==> src/rtl/bus_arbiter.sv <==
// Two-master arbiter (instruction fetch I, load/store D) onto one pipelined
// Wishbone bus. D wins on contention; outstanding beats are tracked for ack routing.
module bus_arbiter #(
  parameter int MAXOUT = 7
) (
  input  logic        clk_i,
  input  logic        reset_i,
  input  logic [63:0] iadr_i,
  input  logic        icyc_i,
  input  logic        istb_i,
  input  logic [1:0]  isel_i,
  output logic        istall_o,
  output logic        iack_o,
  output logic [15:0] idat_o,
  input  logic [63:0] dadr_i,
  input  logic [15:0] ddat_i,
  input  logic        dwe_i,
  input  logic        dcyc_i,
  input  logic        dstb_i,
  input  logic [1:0]  dsel_i,
  output logic        dstall_o,
  output logic        dack_o,
  output logic [15:0] ddat_o,
  output logic [63:0] wbmadr_o,
  output logic [15:0] wbmdat_o,
  output logic [1:0]  wbmsel_o,
  output logic        wbmwe_o,
  output logic        wbmstb_o,
  output logic        wbmcyc_o,
  input  logic        wbmack_i,
  input  logic        wbmstall_i,
  input  logic [15:0] wbmdat_i
);
  localparam int CW = $clog2(MAXOUT + 1);

  typedef enum logic [1:0] {IDLE, OWN_I, OWN_D, DRAIN} state_t;

  state_t        state, pick;
  logic [CW-1:0] cnt, cnt_next;
  logic          full, ack_ok, accept;

  assign full   = (cnt == CW'(MAXOUT));
  // Acks with nothing outstanding are strays: never counted, never forwarded.
  assign ack_ok = wbmack_i & (cnt != '0);
  assign accept = wbmstb_o & ~wbmstall_i;
  assign cnt_next = cnt + CW'(accept) - CW'(ack_ok);

  assign pick = dcyc_i ? OWN_D : (icyc_i ? OWN_I : IDLE);

  assign idat_o = wbmdat_i;
  assign ddat_o = wbmdat_i;

  always_comb begin
    wbmcyc_o = 1'b0;
    wbmstb_o = 1'b0;
    wbmadr_o = '0;
    wbmdat_o = '0;
    wbmsel_o = '0;
    wbmwe_o  = 1'b0;
    istall_o = 1'b1;
    dstall_o = 1'b1;
    iack_o   = 1'b0;
    dack_o   = 1'b0;
    case (state)
      OWN_I: begin
        wbmcyc_o = 1'b1;
        wbmstb_o = istb_i & ~full;
        wbmadr_o = iadr_i;
        wbmsel_o = isel_i;
        istall_o = wbmstall_i | full;
        iack_o   = ack_ok;
      end
      OWN_D: begin
        wbmcyc_o = 1'b1;
        wbmstb_o = dstb_i & ~full;
        wbmadr_o = dadr_i;
        wbmdat_o = ddat_i;
        wbmsel_o = dsel_i;
        wbmwe_o  = dwe_i;
        dstall_o = wbmstall_i | full;
        dack_o   = ack_ok;
      end
      DRAIN: wbmcyc_o = 1'b1;
      default: ;
    endcase
  end

  // Owner keeps the bus while cyc is high; on release either hand off now or drain.
  always_ff @(posedge clk_i) begin
    if (reset_i) begin
      state <= IDLE;
      cnt   <= '0;
    end else begin
      cnt <= cnt_next;
      case (state)
        IDLE:  state <= pick;
        OWN_I: if (!icyc_i) state <= (cnt_next == '0) ? pick : DRAIN;
        OWN_D: if (!dcyc_i) state <= (cnt_next == '0) ? pick : DRAIN;
        DRAIN: if (cnt_next == '0) state <= pick;
        default: state <= IDLE;
      endcase
    end
  end
endmodule

==> config.mk <==
export PLATFORM = sky130hd
export DESIGN_NAME = bus_arbiter
export DESIGN_NICKNAME = d
export VERILOG_FILES = /design/src/rtl/bus_arbiter.sv
export SDC_FILE = /design/constraint.sdc
export NUM_CORES = 1
export LEC_CHECK = 0
export CORE_AREA = 8 8 109 111
export CTS_BUF_LIST = sky130_fd_sc_hd__clkbuf_4
export DETAILED_ROUTE_END_ITERATION = 8
export DIE_AREA = 0 0 117 119
export GPL_TIMING_DRIVEN = 0
export PLACE_DENSITY = 0.79
export SKIP_LAST_GASP = 1
export SYNTH_ARGS = -nofsm -noshare
export SYNTH_HDL_FRONTEND = slang
export SYNTH_SLANG_ARGS = --single-unit
export TNS_END_PERCENT = 20
==> constraint.sdc <==
create_clock -name clk_i -period 2.9 [get_ports clk_i]
set_input_delay 0.29 -clock clk_i [delete_from_list [all_inputs] [get_ports clk_i]]
set_output_delay 0.29 -clock clk_i [all_outputs]
set_load 0.03 [all_outputs]
Word level (Yosys, flattened, before mapping). Cells that the tools add are included.

RAM bits: 0. Bits in read-only memories: 0. Output and inout port bits: 121. Bits in registers: 5. Memories: 0. Latch bits: 0. Input port bits: 173.

Div/mod/pow operators: 0. Order comparisons: 0. Equality and inequality tests: 7. Add/sub/neg operators: 2. Reduce and logical (&&, ||, !) cells: 5. Shifts and indexed selects: 0. Bitwise operators: 7. Multiplexer cells: 17. Multipliers: 0.

Operator list (count): $pmux 64 s2 (1); $mux 16 (1); $mux 2 (5); $pmux 2 s4 (1); $mux 1 (7); $ne 2x2->1 const B (3); $and 1x1->1 (4); $eq 2x2->1 const B (2); $pmux 2 s2 (1); $add 3x1->3 (1); $eq 3x3->1 const B (1); $logic_not 3->1 (1); $reduce_and 3->1 (1); $reduce_bool 3->1 (1); $reduce_or 3->1 (1); $sub 3x1->3 (1); $eq 2x1->1 const B (1); $logic_not 2->1 (1); $not 1->1 (2); $pmux 1 s2 (1); $or 1x1->1 (1).

Depth between registers and ports, before layout.
Depth in word-level cells: 11. Depth in mapped cells: 14.

Least setup slack after synthesis. No wires, ideal clock.

Path type: flip-flop to flip-flop. From: reg state[0]. To: reg state[1]. Data arrival time: 2660 ps. Required time: 2784 ps. Path buffers: 1. Stages on the path, launching flop included: 15. Period minus slack after synthesis: 2776 ps. Slack: 124 ps. Cells stage by stage: dfxtp_1 > inv_1 > ha_1 > buf_2 > mux2_1 > nand3_1 > ha_1 > inv_1 > ha_1 > inv_1 > fa_1 > xor3_2 > o21ai_2 > a211oi_1 > a31o_1.

Cells in the longest elaborated chain, start to end: 9.

Ends and longest elaborated chain: start: declaration (line 38) `state_t state, pick;`; start signal: assignment (line 96) `IDLE: state <= pick;`; start signal: assignment (line 97) `OWN_I: if (!icyc_i) state <= (cnt_next == '0) ? pick : DRAIN;`; start signal: assignment (line 98) `OWN_D: if (!dcyc_i) state <= (cnt_next == '0) ? pick : DRAIN;`; $eq 2x2->1 / $eq 2x1->1 (equally long branches) (line 64, 95); $pmux 1 s2 (line 64) `case (state)`; $and 1x1->1 (line 45) `assign accept = wbmstb_o & ~wbmstall_i;`; $add 3x1->3 (line 46) `assign cnt_next = cnt + CW'(accept) - CW'(ack_ok);`; $sub 3x1->3 (line 46); $logic_not 3->1 (line 97, 98, 99); $mux 2 (line 97, 98); $mux 2, on equally long branches (line 98, 97); $pmux 2 s4 (line 95) `case (state)`.

Several ways; a longest one is shown, not always the timed one. The select of a mux whose other input is x is not followed. A chain may end at the register's enable or synchronous reset.

Final worst setup path. Same ends and word-level chain as after synthesis.

==> impl_metrics.toml <==
[status]
status = "complete, no violations"

[grt]
grt_pass1_vias = 2976
overflow = 0
antenna_found_initial = 0
grt_max_degree = 11
track_usage_pct = 15.2
grt_pass1_wl_mm = 17.0

[worst_hold_path]
hold_class = "register to register"
whs_path_depth = 2
hp-start = "state[0]$_SDFFE_PP0P_"

[power]
p_leak_uw = 0.00178
ir_drop_mv = 0.418
p_per_area_nw_per_um2 = 807
p_total_uw = 3950

[yosys]
synthMuxAreaShare_pct = 0.637
synth_xor_area_share_pct = 1.42
synth_top_family_by_area = "simple AND/OR/NAND/NOR gates"
async_reset_ff_share_pct = 0
ys_warn_count = 0
synth_simple_gate_area_share_pct = 33.2
yosys_register_bits = 5
synth_compound_area_share_pct = 32.6
ys.flop_type = "dfxtp_1"
synthesis.nets = 430
synthAdderAreaFrac_pct = 6.09
syn-cell-area_sq_um = 1770
yosysSeqAreaShare_pct = 5.67
synth_edf_count = 0
ys_types = 28
syn_inst = 249
syn_avg_cell_area_sq_um = 7.10

[worst_setup_path]
worstSetupPathType = "register to register"
r2r_cells = 15
r2r-start = "state[0]$_SDFFE_PP0P_"
slowest_stage = "fa_1"
end_kind = "register"
crit_path_start_kind = "register"
crit_path_start = "state[0]$_SDFFE_PP0P_"
worstPathRequired_ns = 3.04
slowest_delay_ns = 0.40
crit_chain = "inv_6 > ha_4 > buf_8 > mux2_4 > nand3_2 > ha_4 > inv_1 > ha_1 > inv_1 > fa_1 > xor3_2 > o21ai_4 > buf_4 > buf_4 > a31o_1"
worstPathMaxFanout = 4
cp.arrival_ns = 2.94

[detailed_routing]
firstDrtPassIters = 4
drc_errors = 0
postRouteAntennaNets = 0
drtIter0Drc = 114
wl_mm = 11.9
wl_per_cell_um = 17.7
vias = 2900
vias_per_cell = 4.30

[floorplanning]
die_w_um = 117
core_area_sq_um = 10100
start_util_pct = 17.5
rows = 37
die_height_um = 119
dieArea_sq_um = 13900
io_pins = 294

[placed_design]
gp_congestion = 0.834
port_buffers = 277
dp.cells = 662
dp_hpwl_mm = 10.4

[layout]
final_cell_mix = "clkdlybuf4s50_1, nor2b_1, a22oi_1, buf_4, and2_1"
nets = 720
final_common_cell = "clkdlybuf4s50_1"
instances_no_fill = 674
utilization_pct = 48.5
diodes = 0
area_growth_pct = 177
drive_gt1_share_pct = 12.5

[timing]
finalSetupViolCount = 0
clock.fmax_ghz = 0.357
period_share_pct = 96.6
finalCriticalPeriod_ns = 2.80
tightestPinTransition_ns = 0.528
slew_viol_final = 0
hold_viol_final = 0
slew_headroom_pct = 64.8
worst_clock_skew_ns = 0.000891

[clock_network]
clk_pin_slew_ns = 0.04
clock_path_buffers = 2
numCtsBuffers = 3
cts_tree = "done"
worstSkewPairLatency_ns = 0.25
htreeDepth = 1
clock-sinks = 5
clockRootBuffer = "clkbuf_4"

[flow_run]
cap_violations = 0
[metal layers]
layer	part of all wire [%]	vias up	track usage, %
met5	0	-	0
li1	-	1423	-
met1	36	1317	15.7
met4	0.38	0	1.36
met2	52	156	28.6
met3	13	4	6.32
[cell usage after synthesis (3+ instances only)]
cell type  instances  area share [%]
clkbuf_1          16             3.4
inv_1              6             1.3
nand2_1            3            0.64
nor2b_1           68              24
and2_1            19             6.7
buf_4             32              14
a22oi_1           66              28
ha_1               7             5.0
dfxtp_1            5             5.7
buf_2              5             1.4
buf_1              3            0.64
[worst paths after layout]
path / endpoint / slack [ns]
max reg2reg: state[1]$_SDFFE_PP0P_ / 0.1
max: state[1]$_SDFFE_PP0P_ / 0.1
min reg2reg: state[0]$_SDFFE_PP0P_ / 0.60
min: state[0]$_SDFFE_PP0P_ / 0.60
[flip-flops by register name, indices dropped and copies added (netlist names)]
name   count
cnt        3
state      2
[power breakdown]
part           internal (uW)  leakage, uW  switching (uW)
logic                   1710      0.00172            1990
clock network           61.5    0.0000184            31.4
registers                107    0.0000423            45.7
total                   1880      0.00178            2070
[cell type report]
cell class              count  area, sq um
fillers                  1015         5200
well taps                 136          170
multi-input cells         182         1370
repair buffers            286         2850
inverters                   6         27.5
flip-flops and latches      5          105
clock buffers               4         30.0
plain buffers              55          348
[worst max-delay path: cells and delay by family (launching register included)]
family	cells	cell delay, ns
AO/OA/AOI/OAI	2	0.24
XOR/XNOR	1	0.29
flip-flops	1	0.38
multiplexers	1	0.30
adder cells (fa/ha/maj)	4	0.89
buffers and inverters	6	0.53
AND/OR/NAND/NOR	1	0.09
[metrics by stage]
step | area, sq um | worst slack (ns) | TNS (ns) | hold WS [ns]
final | 4890 | 0.0977 | 0 | 0.602
after global placement | 4710 | -0.162 | -0.284 | 0.559
after detailed placement | 4710 | -0.263 | -0.489 | 0.585
after global routing | 4890 | -0.0144 | -0.0226 | 0.621
after CTS | 4790 | -0.0136 | -0.0295 | 0.556
after floorplan | 1770 | 0.124 | 0 | 0.357
[cell families after synthesis]
| group | count (synthesis) |
|---|---|
| AO/OA/AOI/OAI | 77 |
| XOR/XNOR | 1 |
| adder cells (fa/ha/maj) | 8 |
| buffers and inverters | 62 |
| flip-flops | 5 |
| multiplexers | 1 |
| AND/OR/NAND/NOR | 95 |
[repair_timing]
action                                  CTS  global route
pin swaps                                 1             5
hold buffers                              0             0
resized for setup                        11            16
setup buffers                             3             6
endpoints found under the setup margin   32            61
gates cloned                              0             0
(Power assumes the default switching activity.)
